File: config.mk
export PLATFORM = sky130hd
export DESIGN_NAME = mem_arbiter
export DESIGN_NICKNAME = d
export VERILOG_FILES = /design/src/rtl/mem_arbiter.sv
export SDC_FILE = /design/constraint.sdc
export NUM_CORES = 1
export LEC_CHECK = 0
export ABC_AREA = 1
export BUFFER_PORTS_ARGS = -buffer_cell sky130_fd_sc_hd__buf_2
export CORE_AREA = 2 2 205 207
export CTS_CLUSTER_DIAMETER = 40
export CTS_CLUSTER_SIZE = 20
export DETAILED_ROUTE_END_ITERATION = 10
export DIE_AREA = 0 0 207 209
export SYNTH_ARGS = -nofsm -noshare
export SYNTH_HDL_FRONTEND = slang
export SYNTH_SLANG_ARGS = --single-unit
File: constraint.sdc
create_clock -name clk -period 8.2 [get_ports clk]
set_clock_uncertainty 0.05 [all_clocks]
set_input_delay 0 -clock clk [delete_from_list [all_inputs] [get_ports clk]]
set_output_delay 0 -clock clk [all_outputs]
set_load 0.05 [all_outputs]
File: src/rtl/mem_arbiter.sv
// mem_arbiter: round-robin arbiter serializing fetch and data buses onto one
// request/acknowledge memory port, with fetch cancel and a timeout watchdog.
module mem_arbiter #(
    parameter int TIMEOUT = 255
) (
    input  logic        clk,
    input  logic        rst,
    input  logic [63:0] imem_addr,
    input  logic        imem_addr_valid,
    output logic [63:0] imem_data,
    output logic        imem_data_valid,
    input  logic [63:0] dmem_addr,
    input  logic [63:0] dmem_dout,
    output logic [63:0] dmem_din,
    input  logic [1:0]  dmem_write_width,
    input  logic        dmem_rstrobe,
    input  logic        dmem_wstrobe,
    output logic        dmem_cycle_complete,
    output logic [63:0] mem_addr,
    output logic [63:0] mem_wdata,
    output logic [1:0]  mem_width,
    output logic        mem_we,
    output logic        mem_req,
    input  logic [63:0] mem_rdata,
    input  logic        mem_ack,
    output logic        bus_error
);
    localparam int WDW = $clog2(TIMEOUT + 1);

    typedef enum logic [1:0] {IDLE, IGNT, DGNT, RESP} state_t;

    state_t           state_q, state_d;
    logic [WDW-1:0]   wd_q, wd_d;
    logic             last_dmem_q, last_dmem_d;
    logic             icancel_q, icancel_d;
    logic [63:0]      imem_data_q, imem_data_d;
    logic             imem_data_valid_q, imem_data_valid_d;
    logic [63:0]      dmem_din_q, dmem_din_d;
    logic             dmem_cycle_complete_q, dmem_cycle_complete_d;
    logic [63:0]      mem_addr_q, mem_addr_d;
    logic [63:0]      mem_wdata_q, mem_wdata_d;
    logic [1:0]       mem_width_q, mem_width_d;
    logic             mem_we_q, mem_we_d;
    logic             mem_req_q, mem_req_d;
    logic             bus_error_q, bus_error_d;

    always_comb begin
        logic        ireq;
        logic        dreq;
        logic        done;
        logic        cancel;
        logic [63:0] rdata;
        state_d               = state_q;
        wd_d                  = wd_q;
        last_dmem_d           = last_dmem_q;
        icancel_d             = icancel_q;
        imem_data_d           = imem_data_q;
        imem_data_valid_d     = 1'b0;
        dmem_din_d            = dmem_din_q;
        dmem_cycle_complete_d = 1'b0;
        mem_addr_d            = mem_addr_q;
        mem_wdata_d           = mem_wdata_q;
        mem_width_d           = mem_width_q;
        mem_we_d              = mem_we_q;
        mem_req_d             = mem_req_q;
        bus_error_d           = bus_error_q;
        ireq   = imem_addr_valid;
        dreq   = dmem_rstrobe | dmem_wstrobe;
        done   = mem_ack | (wd_q >= WDW'(TIMEOUT - 1));
        rdata  = mem_ack ? mem_rdata : '1;
        cancel = icancel_q | ((state_q == IGNT) & ~imem_addr_valid);
        case (state_q)
            IDLE: begin
                if (ireq || dreq) begin
                    // contended requests go to whichever port was not served last
                    if (ireq && (!dreq || last_dmem_q)) begin
                        state_d     = IGNT;
                        mem_addr_d  = imem_addr;
                        mem_we_d    = 1'b0;
                        mem_width_d = 2'd3;
                        mem_wdata_d = '0;
                    end else begin
                        state_d     = DGNT;
                        mem_addr_d  = dmem_addr;
                        mem_we_d    = dmem_wstrobe;
                        mem_width_d = dmem_write_width;
                        mem_wdata_d = dmem_dout;
                    end
                    mem_req_d = 1'b1;
                    wd_d      = '0;
                end
            end
            IGNT, DGNT: begin
                wd_d = (&wd_q) ? wd_q : wd_q + WDW'(1);
                if (state_q == IGNT)
                    icancel_d = cancel;
                if (done) begin
                    state_d     = RESP;
                    mem_req_d   = 1'b0;
                    bus_error_d = bus_error_q | ~mem_ack;
                    if (state_q == IGNT) begin
                        imem_data_d       = rdata;
                        imem_data_valid_d = ~cancel;
                        last_dmem_d       = 1'b0;
                    end else begin
                        dmem_din_d            = rdata;
                        dmem_cycle_complete_d = 1'b1;
                        last_dmem_d           = 1'b1;
                    end
                end
            end
            RESP: begin
                icancel_d = 1'b0;
                state_d   = IDLE;
            end
            default: state_d = IDLE;
        endcase
    end

    always_ff @(posedge clk or posedge rst) begin
        if (rst) begin
            state_q               <= IDLE;
            wd_q                  <= '0;
            last_dmem_q           <= 1'b1;
            icancel_q             <= 1'b0;
            imem_data_q           <= '0;
            imem_data_valid_q     <= 1'b0;
            dmem_din_q            <= '0;
            dmem_cycle_complete_q <= 1'b0;
            mem_addr_q            <= '0;
            mem_wdata_q           <= '0;
            mem_width_q           <= '0;
            mem_we_q              <= 1'b0;
            mem_req_q             <= 1'b0;
            bus_error_q           <= 1'b0;
        end else begin
            state_q               <= state_d;
            wd_q                  <= wd_d;
            last_dmem_q           <= last_dmem_d;
            icancel_q             <= icancel_d;
            imem_data_q           <= imem_data_d;
            imem_data_valid_q     <= imem_data_valid_d;
            dmem_din_q            <= dmem_din_d;
            dmem_cycle_complete_q <= dmem_cycle_complete_d;
            mem_addr_q            <= mem_addr_d;
            mem_wdata_q           <= mem_wdata_d;
            mem_width_q           <= mem_width_d;
            mem_we_q              <= mem_we_d;
            mem_req_q             <= mem_req_d;
            bus_error_q           <= bus_error_d;
        end
    end

    assign imem_data           = imem_data_q;
    assign imem_data_valid     = imem_data_valid_q;
    assign dmem_din            = dmem_din_q;
    assign dmem_cycle_complete = dmem_cycle_complete_q;
    assign mem_addr            = mem_addr_q;
    assign mem_wdata           = mem_wdata_q;
    assign mem_width           = mem_width_q;
    assign mem_we              = mem_we_q;
    assign mem_req             = mem_req_q;
    assign bus_error           = bus_error_q;

endmodule

==> results of run 1 <==
==> path summary, 6_finish.rpt <==
kind,endpoint,slack (ns)
hold reg to reg,dmem_din[15]$_DFFE_PP0P_,0.41
max in group asynchronous,dmem_din[51]$_DFFE_PP0P_,6.44
setup / recovery,mem_addr[49]$_DFFE_PP0P_,4.80
hold / removal,mem_addr[45]$_DFFE_PP0P_,0.08
setup reg to reg,mem_addr[49]$_DFFE_PP0P_,4.80
min in group clk,mem_wdata[7]$_DFFE_PP0P_,0.17
==> Yosys cell counts (2+ instances only) <==
cell type and number:
nand2_1 500, dfrtp_1 274, a21oi_1 129, nand4_1 129, nand3_1 79, nor2_1 71, clkbuf_1 59, or2_2 42
buf_2 27, or2_1 24, buf_6 22, inv_1 19, o21ai_0 13, ha_1 6, buf_1 5, inv_2 3
o21bai_1 3, buf_4 2, nand3_2 2
==> metrics by stage <==
| stage | util | total power (uW) | cell area [um2] |
|---|---|---|---|
| 2_1_floorplan | - | 6050 | 12200 |
| 3_3_place_gp | 0.365 | 7280 | 15100 |
| 3_5_place_dp | 0.365 | 7340 | 15100 |
| 4_1_cts | 0.466 | 9740 | 19300 |
| 5_1_grt | 0.467 | 10300 | 19300 |
| 6_report | 0.467 | 9740 | 19300 |
==> report_power, final <==
group          internal, uW  switching, uW
Combinational          1360           4060
Sequential             2020            359
Clock                  1230            718
==> routing by layer <==
layer  global-route usage  wire length (um)  up-vias
li1                     -                 -     6151
met1                0.263             19100     6315
met2                0.346             22500      631
met3               0.0586              3880      124
met4                0.143              3140        2
met5                    0                13        -
==> worst max-delay path, stage by stage, from the launching register on <==
cell and delay [ns]:
dfrtp_1 0.41, inv_1 0.13, ha_4 0.17, nand2_4 0.29
inv_4 0.47, buf_4 0.81, nor2_1 0.12, a21oi_1 0.18
dlygate4sd3_1 0.58
==> area by class of cell <==
| cell class | instances | share of cell area |
|---|---|---|
| diodes | 7 | 0.000909 |
| clock buffers | 51 | 0.0606 |
| clock inverters | 29 | 0.0196 |
| inverters | 22 | 0.00481 |
| multi-input cells | 1003 | 0.242 |
| flip-flops and latches | 275 | 0.357 |
| well taps | 539 | 0.0350 |
| repair buffers | 803 | 0.280 |
==> cells by family (layout without fill, tap and decap cells) <==
logic type	count (synthesis)	in the layout	share of synthesized area
AOI/OAI and AO/OA	146	146	0.0606
xor gates and xnor gates	1	1	0.000716
adders and majority gates	6	6	0.00614
buffers and inverters	137	905	0.0589
DFF	275	275	0.563
other	0	7	0
and+or+nand+nor	850	850	0.311
==> timing repair <==
item | in CTS | in global routing
hold endpoints to repair | 395 | 0
endpoints found under the setup margin | 0 | 0
hold buffers | 265 | 0
==> sequential cells by signal, summed over array words and instances, names as in the netlist <==
| signal | cells |
|---|---|
| mem_addr | 64 |
| dmem_din | 64 |
| mem_width | 2 |
| mem_wdata | 64 |
| imem_data_valid | 1 |
| imem_data | 64 |
| last_dmem_q | 1 |
| state_q | 2 |
| mem_req | 1 |
| dmem_cycle_complete | 1 |
| icancel_q | 1 |
| mem_we | 1 |
| bus_error | 1 |
| wd_q | 8 |
==> metrics, run 1 <==
outcome finished, final reports clean; clk buf depth 3; First-pass DRT Iterations 5; sequential cell area about 0.0069 mm2; DIE AREA ~0.043 mm2; post-synth top area cell dfrtp_1; Least-Margin Pin Slew around 1.1 ns; GRT Resource Usage Total 0.219; Post-CTS Resized 0; Iteration-0 DRC Markers between 1000 and 1500; WL final 48.6 mm; Final period util 0.415; pin count of the biggest net entering global routing 145; Total Neg Setup Slack 0 ns; Clk Latency, worst-skew pair 0.55 ns; hold slack ~0.082 ns; Avg Cell Area, Syn around 8.6 um2; Horiz. Die Dim 207 um; Hold Crit Class input pin to async pin; CTS Buf Count 43; number of remaining DRC errors 0; Yosys top cell area share 0.561; number of synthesized flops with an enable pin 0; Initial Util 0.296; Synth cell types 25; non-filler instance count after layout 2729; Gate Count Post-Synth about 1400; ys flop type dfrtp_1; CP startpoint state_q[0]$_DFFE_PP0P_; placer congestion estimate about 0.85; Leakage roughly 0.0099 uW; Net Count, Synth 1685; area of the multi-input gates 0.00467 mm2; initial antenna violation count 7; final hold viol count 0; first-pass GRT wire length approximately 76 mm; Congestion Overflow GR 0; CTS root buf clkbuf_16; I/O pin count 527; DP HPWL approximately 30 mm; Post-Syn Area 0.0122 mm2; total number of vias 13223; CTS Sinks between 200 and 300; commonest non-fill, non-tap cell in the layout buf_2; CP Data Arrival Time around 3.8 ns; largest cells by area after synthesis dfrtp_1 (56%), nand2_1 (15%), nand4_1 (6.6%); Post-CTS Setup Bufs 0; Routed WL per cell roughly 18 um; Setup CP Type register to register; reg2reg path depth 8; CTS tree yes; sequential area share after synthesis 0.563; Final Slew Violations 0; Worst IR Drop VDD 0.293 mV; slew margin rel. 0.255; row cnt 75; startpoint class of the critical path register; CP required about 8.6 ns; PortBufs about 530; placed cells about 2400; worst slack at placement roughly 5.4 ns; Setup Viol. Count Final 0; Fmax roughly 290 MHz; Reg2Reg Launch Point state_q[0]$_DFFE_PP0P_; MaxCap Viol Count 0; final net count 2418; routed vias/inst slightly below 5; H-tree levels 2; RSZ-0062 raised after global routing no; vias in the first global route between 10000 and 15000; Final WS setup between 4 and 5 ns; area grow syn2layout 57.5%; Power Density slightly above 500 mW/mm2; crit path capture type register; layout cells sized above 1 0.309; Ys Warns 0; Crit Path Max Fanout 90; DRT antenna net count 0; Clock Pin Slew Worst Setup and Hold Paths about 0.05 ns; Yosys reg bits between 200 and 300; most frequent cells in the layout buf_2 (526), nand2_1 (498), dfrtp_1 (274), dlygate4sd3_1 (265), nand4_1 (129); core area slightly above 0.04 mm2; Filler cells between 3000 and 4000; Die Y around 210 um; fraction of registers with async set/reset 1.00; min Tclk post-route 3.40 ns
(Power assumes the default switching activity.)
==> run 2: changes to the inputs <==
==> constraint.sdc (replaced) <==
create_clock -name clk -period 2.7 [get_ports clk]
set_clock_uncertainty 0.05 [all_clocks]
set_input_delay 0 -clock clk [delete_from_list [all_inputs] [get_ports clk]]
set_output_delay 0 -clock clk [all_outputs]
set_load 0.05 [all_outputs]
==> metrics, run 2 (synthesized netlist as in run 1, its figures left out) <==
outcome finished, final reports clean; Setup CP Type register to register; CTS root buf clkbuf_16; most frequent cells in the layout buf_2 (526), nand2_1 (498), dfrtp_1 (274), dlygate4sd3_1 (274), nand4_1 (129); commonest non-fill, non-tap cell in the layout buf_2; WP buf/inv 4; Die Y around 210 um; min Tclk post-route between 2 and 2.5 ns; CP delay by family, top buffers and inverters; CP Depth 8; core area between 0.04 and 0.05 mm2; Initial Util 0.296; crit path capture type register; number of remaining DRC errors 0; Tot Pwr between 20000 and 30000 uW; Iteration-0 DRC Markers ~1000; MaxCap Viol Count 0; Power Density 1520 mW/mm2; slew margin rel. 0.454; reg2reg path depth 8; CP required 3.15 ns; pin count of the biggest net entering global routing 132; Fmax just over 400 MHz; startpoint class of the critical path register; CP Data Arrival Time about 2.9 ns; placer congestion estimate roughly 0.9; hold slack slightly above 0.1 ns; Horiz. Die Dim between 200 and 250 um; RSZ-0062 raised after global routing no; DIE AREA 0.0433 mm2; CP cell instances inv_1 -> ha_4 -> nand2_4 -> inv_4 -> buf_12 -> nor2_1 -> a21oi_1 -> dlygate4sd3_1; row cnt 75; Least-Margin Pin Slew between 0.8 and 0.9 ns; First-pass DRT Iterations 5; routed vias/inst approximately 4.8; first-pass GRT wire length between 70 and 80 mm; logic gate share of total power 0.559; Final WS setup 0.241 ns; Largest stage delay, worst path between 0.5 and 0.6 ns; H-tree levels 2; layout cells sized above 1 0.310; final hold viol count 0; Congestion Overflow GR 0; Hold Crit Class input pin to async pin; DRT antenna net count 0; initial antenna violation count 10; Setup Viol. Count Final 0; Routed WL per cell 18.2 um; NetSw around 16000 uW; sw frac 0.527; Pint 14100 uW; Final Slew Violations 0; Clock power frac 0.198; Clk Latency, worst-skew pair 0.57 ns; Leakage between 0.009 and 0.01 uW; DP HPWL 32.2 mm; GRT Resource Usage Total 0.226; critical path's slowest cell dlygate4sd3_1; WL final approximately 50 mm; PortBufs between 500 and 600; share of power burned in registers 0.243; Crit Path Max Fanout 50; Final period util 0.911; total number of vias between 10000 and 15000; final net count 2440; I/O pin count 527; Worst IR Drop VDD ~0.9 mV; CTS tree yes; worst slack at placement 0.513 ns; CTS Sinks 275; Clock Pin Slew Worst Setup and Hold Paths 0.06 ns; R2R setup slack roughly 0.24 ns; vias in the first global route about 13000; area grow syn2layout 60.4%; clk buf depth 3; CTS Buf Count 47
## run 2: cell count changes in the layout (fill, tap and decap cells not counted), sizes merged
cell,change
diode,+1
clkbuf,+10
dlygate4sd3,+9
clkinvlp,-1
bufinv,-4
buf,+9
## run 2: final timing paths
path,start,end
max reg2reg,state_q[0]$_DFFE_PP0P_,mem_addr[45]$_DFFE_PP0P_
min in group clk,dmem_dout[4],mem_wdata[4]$_DFFE_PP0P_
max in group asynchronous,rst,mem_addr[39]$_DFFE_PP0P_
min reg2reg,imem_data[7]$_DFFE_PP0P_,imem_data[7]$_DFFE_PP0P_
min,rst,dmem_din[56]$_DFFE_PP0P_
max,state_q[0]$_DFFE_PP0P_,mem_addr[45]$_DFFE_PP0P_
## run 2: cell type report
cell class,count,area (um2)
clock inverter,24,274
sequential,275,6880
multi-input combinational,1003,4670
clock buffer,61,1310
tap,539,674
fill,3781,21700
antenna,8,20.0
inverter,22,88.8
timing repair buffer,821,5700
## run 2: power by group through the flow
| stage | combinational [uW] | sequential [uW] | clock (uW) |
|---|---|---|---|
| after floorplan | 4620 | 13800 | 0 |
| after global placement | 15200 | 7180 | 0 |
| after detailed placement | 15400 | 7210 | 0 |
| after CTS | 16600 | 7220 | 6060 |
| after global routing | 17700 | 7450 | 6250 |
| final | 16700 | 7250 | 5930 |
## run 2: worst reg2reg max path: cells and delay by family, from the launching register on
kind	cells	cell delay (ns)
compound gates	1	0.14
fa+ha+maj	1	0.17
buf+inv	4	1.43
flops	1	0.41
simple gates	2	0.19
## run 2: layer usage
layer	vias up	track usage	routed length, um
met5	-	0	27
met3	132	0.0654	4300
met1	6318	0.265	19100
li1	6199	-	-
met4	4	0.139	3070
met2	692	0.365	23700
## run 2: stage by stage
step / area (um2) / instances / setup TNS (ns) / util
floorplan: 12200 / 1415 / -270.34 / -
finish: 19600 / 2753 / 0 / 0.475
global route: 19600 / 2751 / 0 / 0.475
CTS: 19600 / 2743 / 0 / 0.474
detailed placement: 15200 / 2384 / 0 / 0.369
global placement: 15200 / 2384 / 0 / 0.369
## run 2: repair_timing
item                                    CTS  global route
buffers inserted                          0             2
hold buffers                            274             0
gates resized for setup                   0             0
hold endpoints to repair                540             0
endpoints found under the setup margin    0             3
==> run 3: changes to the inputs <==
--- a/config.mk
+++ b/config.mk
@@ -12,6 +12,7 @@
 export CTS_CLUSTER_SIZE = 20
 export DETAILED_ROUTE_END_ITERATION = 10
 export DIE_AREA = 0 0 207 209
+export MAX_ROUTING_LAYER = met4
 export SYNTH_ARGS = -nofsm -noshare
 export SYNTH_HDL_FRONTEND = slang
 export SYNTH_SLANG_ARGS = --single-unit
==> metrics, run 3 (synthesized netlist as in run 1, its figures left out) <==
Clock power frac 0.206; DRT antenna net count 0; fin util 0.477; final net count 2445; Tot Pwr about 30000 uW; initial antenna violation count 6; Post-CTS Setup Bufs 0; min Tclk post-route around 2.6 ns; H-tree levels 2; share of power burned in registers 0.242; Least-Margin Pin Slew approximately 0.83 ns; DIE AREA between 0.04 and 0.05 mm2; area grow syn2layout 61.2%; Routed WL per cell 18.5 um; clk buf depth 3; Worst IR Drop VDD roughly 0.9 mV; Clk Latency, worst-skew pair about 0.57 ns; Reg2Reg Launch Point last_dmem_q$_DFFE_PP1P_; Iteration-0 DRC Markers between 1000 and 1500; MaxCap Viol Count 0; Final WS setup 0.150 ns; Crit Path Max Fanout 39; reg-to-reg endpoint mem_addr[27]$_DFFE_PP0P_; CP required 3.14 ns; CTS Sinks approximately 280; I/O pin count ~530; CTS Buf Count 48; placer congestion estimate about 0.9; Critical Path Sink mem_addr[27]$_DFFE_PP0P_; reg2reg path depth 6; Die Y between 200 and 250 um; GRT Resource Usage Total 0.237; final hold viol count 0; Post-CTS Resized 0; CP startpoint last_dmem_q$_DFFE_PP1P_; logic gate share of total power 0.552; Clock Pin Slew Worst Setup and Hold Paths ~0.060 ns; routed vias/inst a little under 5; Setup Viol. Count Final 0; CP Data Arrival Time 2.99 ns; sw frac 0.528; commonest non-fill, non-tap cell in the layout buf_2; first-pass GRT wire length around 79 mm; First-pass DRT Iterations 6; Total Neg Setup Slack 0 ns; layout cells sized above 1 0.314; Initial Util 0.296; pin count of the biggest net entering global routing 132; Final Slew Violations 0; DP HPWL about 33 mm; vias in the first global route 13577; crit path capture type register; RSZ-0062 raised after global routing no; Congestion Overflow GR 0; WL final between 50 and 60 mm; Final period util 0.945; R2R setup slack approximately 0.15 ns; Hold Crit Class input pin to async pin; row cnt 75; number of remaining DRC errors 0; most frequent cells in the layout buf_2 (526), nand2_1 (498), dlygate4sd3_1 (275), dfrtp_1 (274), nand4_1 (129); slew margin rel. 0.445; core area 0.0413 mm2; Pint 14100 uW; Fmax around 390 MHz; worst slack at placement around 0.53 ns; total number of vias about 13000; NetSw about 16000 uW; Leakage 0.0100 uW; Horiz. Die Dim ~210 um; PortBufs roughly 530; startpoint class of the critical path register; outcome finished, final reports clean; CTS tree yes; Power Density ~1500 mW/mm2; Filler cells approximately 3800; Setup CP Type register to register; CTS root buf clkbuf_16
-- run 3: timing repair --
item                                    in CTS  in global routing
endpoints found under the setup margin       0                  0
hold buffers                               275                  0
endpoints found under the hold margin      288                  0
-- run 3: worst min path at each step --
stage,endpoint,cells after the start
final,imem_data[51]$_DFFE_PP0P_,3
after detailed placement,imem_data[57]$_DFFE_PP0P_,2
after floorplan,bus_error$_DFFE_PP0P_,1
after CTS,imem_data[51]$_DFFE_PP0P_,3
after global placement,imem_data[57]$_DFFE_PP0P_,2
after global routing,imem_data[51]$_DFFE_PP0P_,3
-- run 3: layer usage --
| layer | GRT usage | share of wire | vias up |
|---|---|---|---|
| met2 | 0.370 | 0.47 | 649 |
| met5 | - | 0 | - |
| met1 | 0.274 | 0.39 | 6272 |
| li1 | - | - | 6210 |
| met4 | 0.147 | 0.065 | 0 |
| met3 | 0.0607 | 0.078 | 153 |
-- run 3: power groups by stage --
stage / clock network (uW) / registers (uW) / logic (uW)
2_1_floorplan: 0 / 13800 / 4620
3_3_place_gp: 0 / 7190 / 15200
3_5_place_dp: 0 / 7220 / 15400
4_1_cts: 6310 / 7220 / 16500
5_1_grt: 6510 / 7460 / 17600
6_report: 6180 / 7250 / 16500
-- run 3: final cells by class --
class,instances,area (um2),share of cell area
antenna,6,15.0,0.000762
clock buffer,52,1250,0.0633
clock inverter,36,408,0.0207
inverter,22,88.8,0.00451
multi-input combinational,1003,4670,0.237
sequential,275,6880,0.349
tap,539,674,0.0342
timing repair buffer,825,5730,0.291
-- run 3: critical path: stages, from the launching register on --
cell	delay (ns)
dfstp_2	0.53
inv_1	0.08
a21oi_4	0.62
buf_12	0.29
nand2_1	0.09
a21oi_1	0.18
dlygate4sd3_1	0.57
-- run 3: stage by stage --
stage               instance area [um2]  cells  hold WS, ns
global route                      19700   2758        0.122
detailed placement                15300   2389        0.155
CTS                               19700   2752       0.0738
floorplan                         12200   1415       0.0463
global placement                  15300   2389        0.159
finish                            19700   2758       0.0860
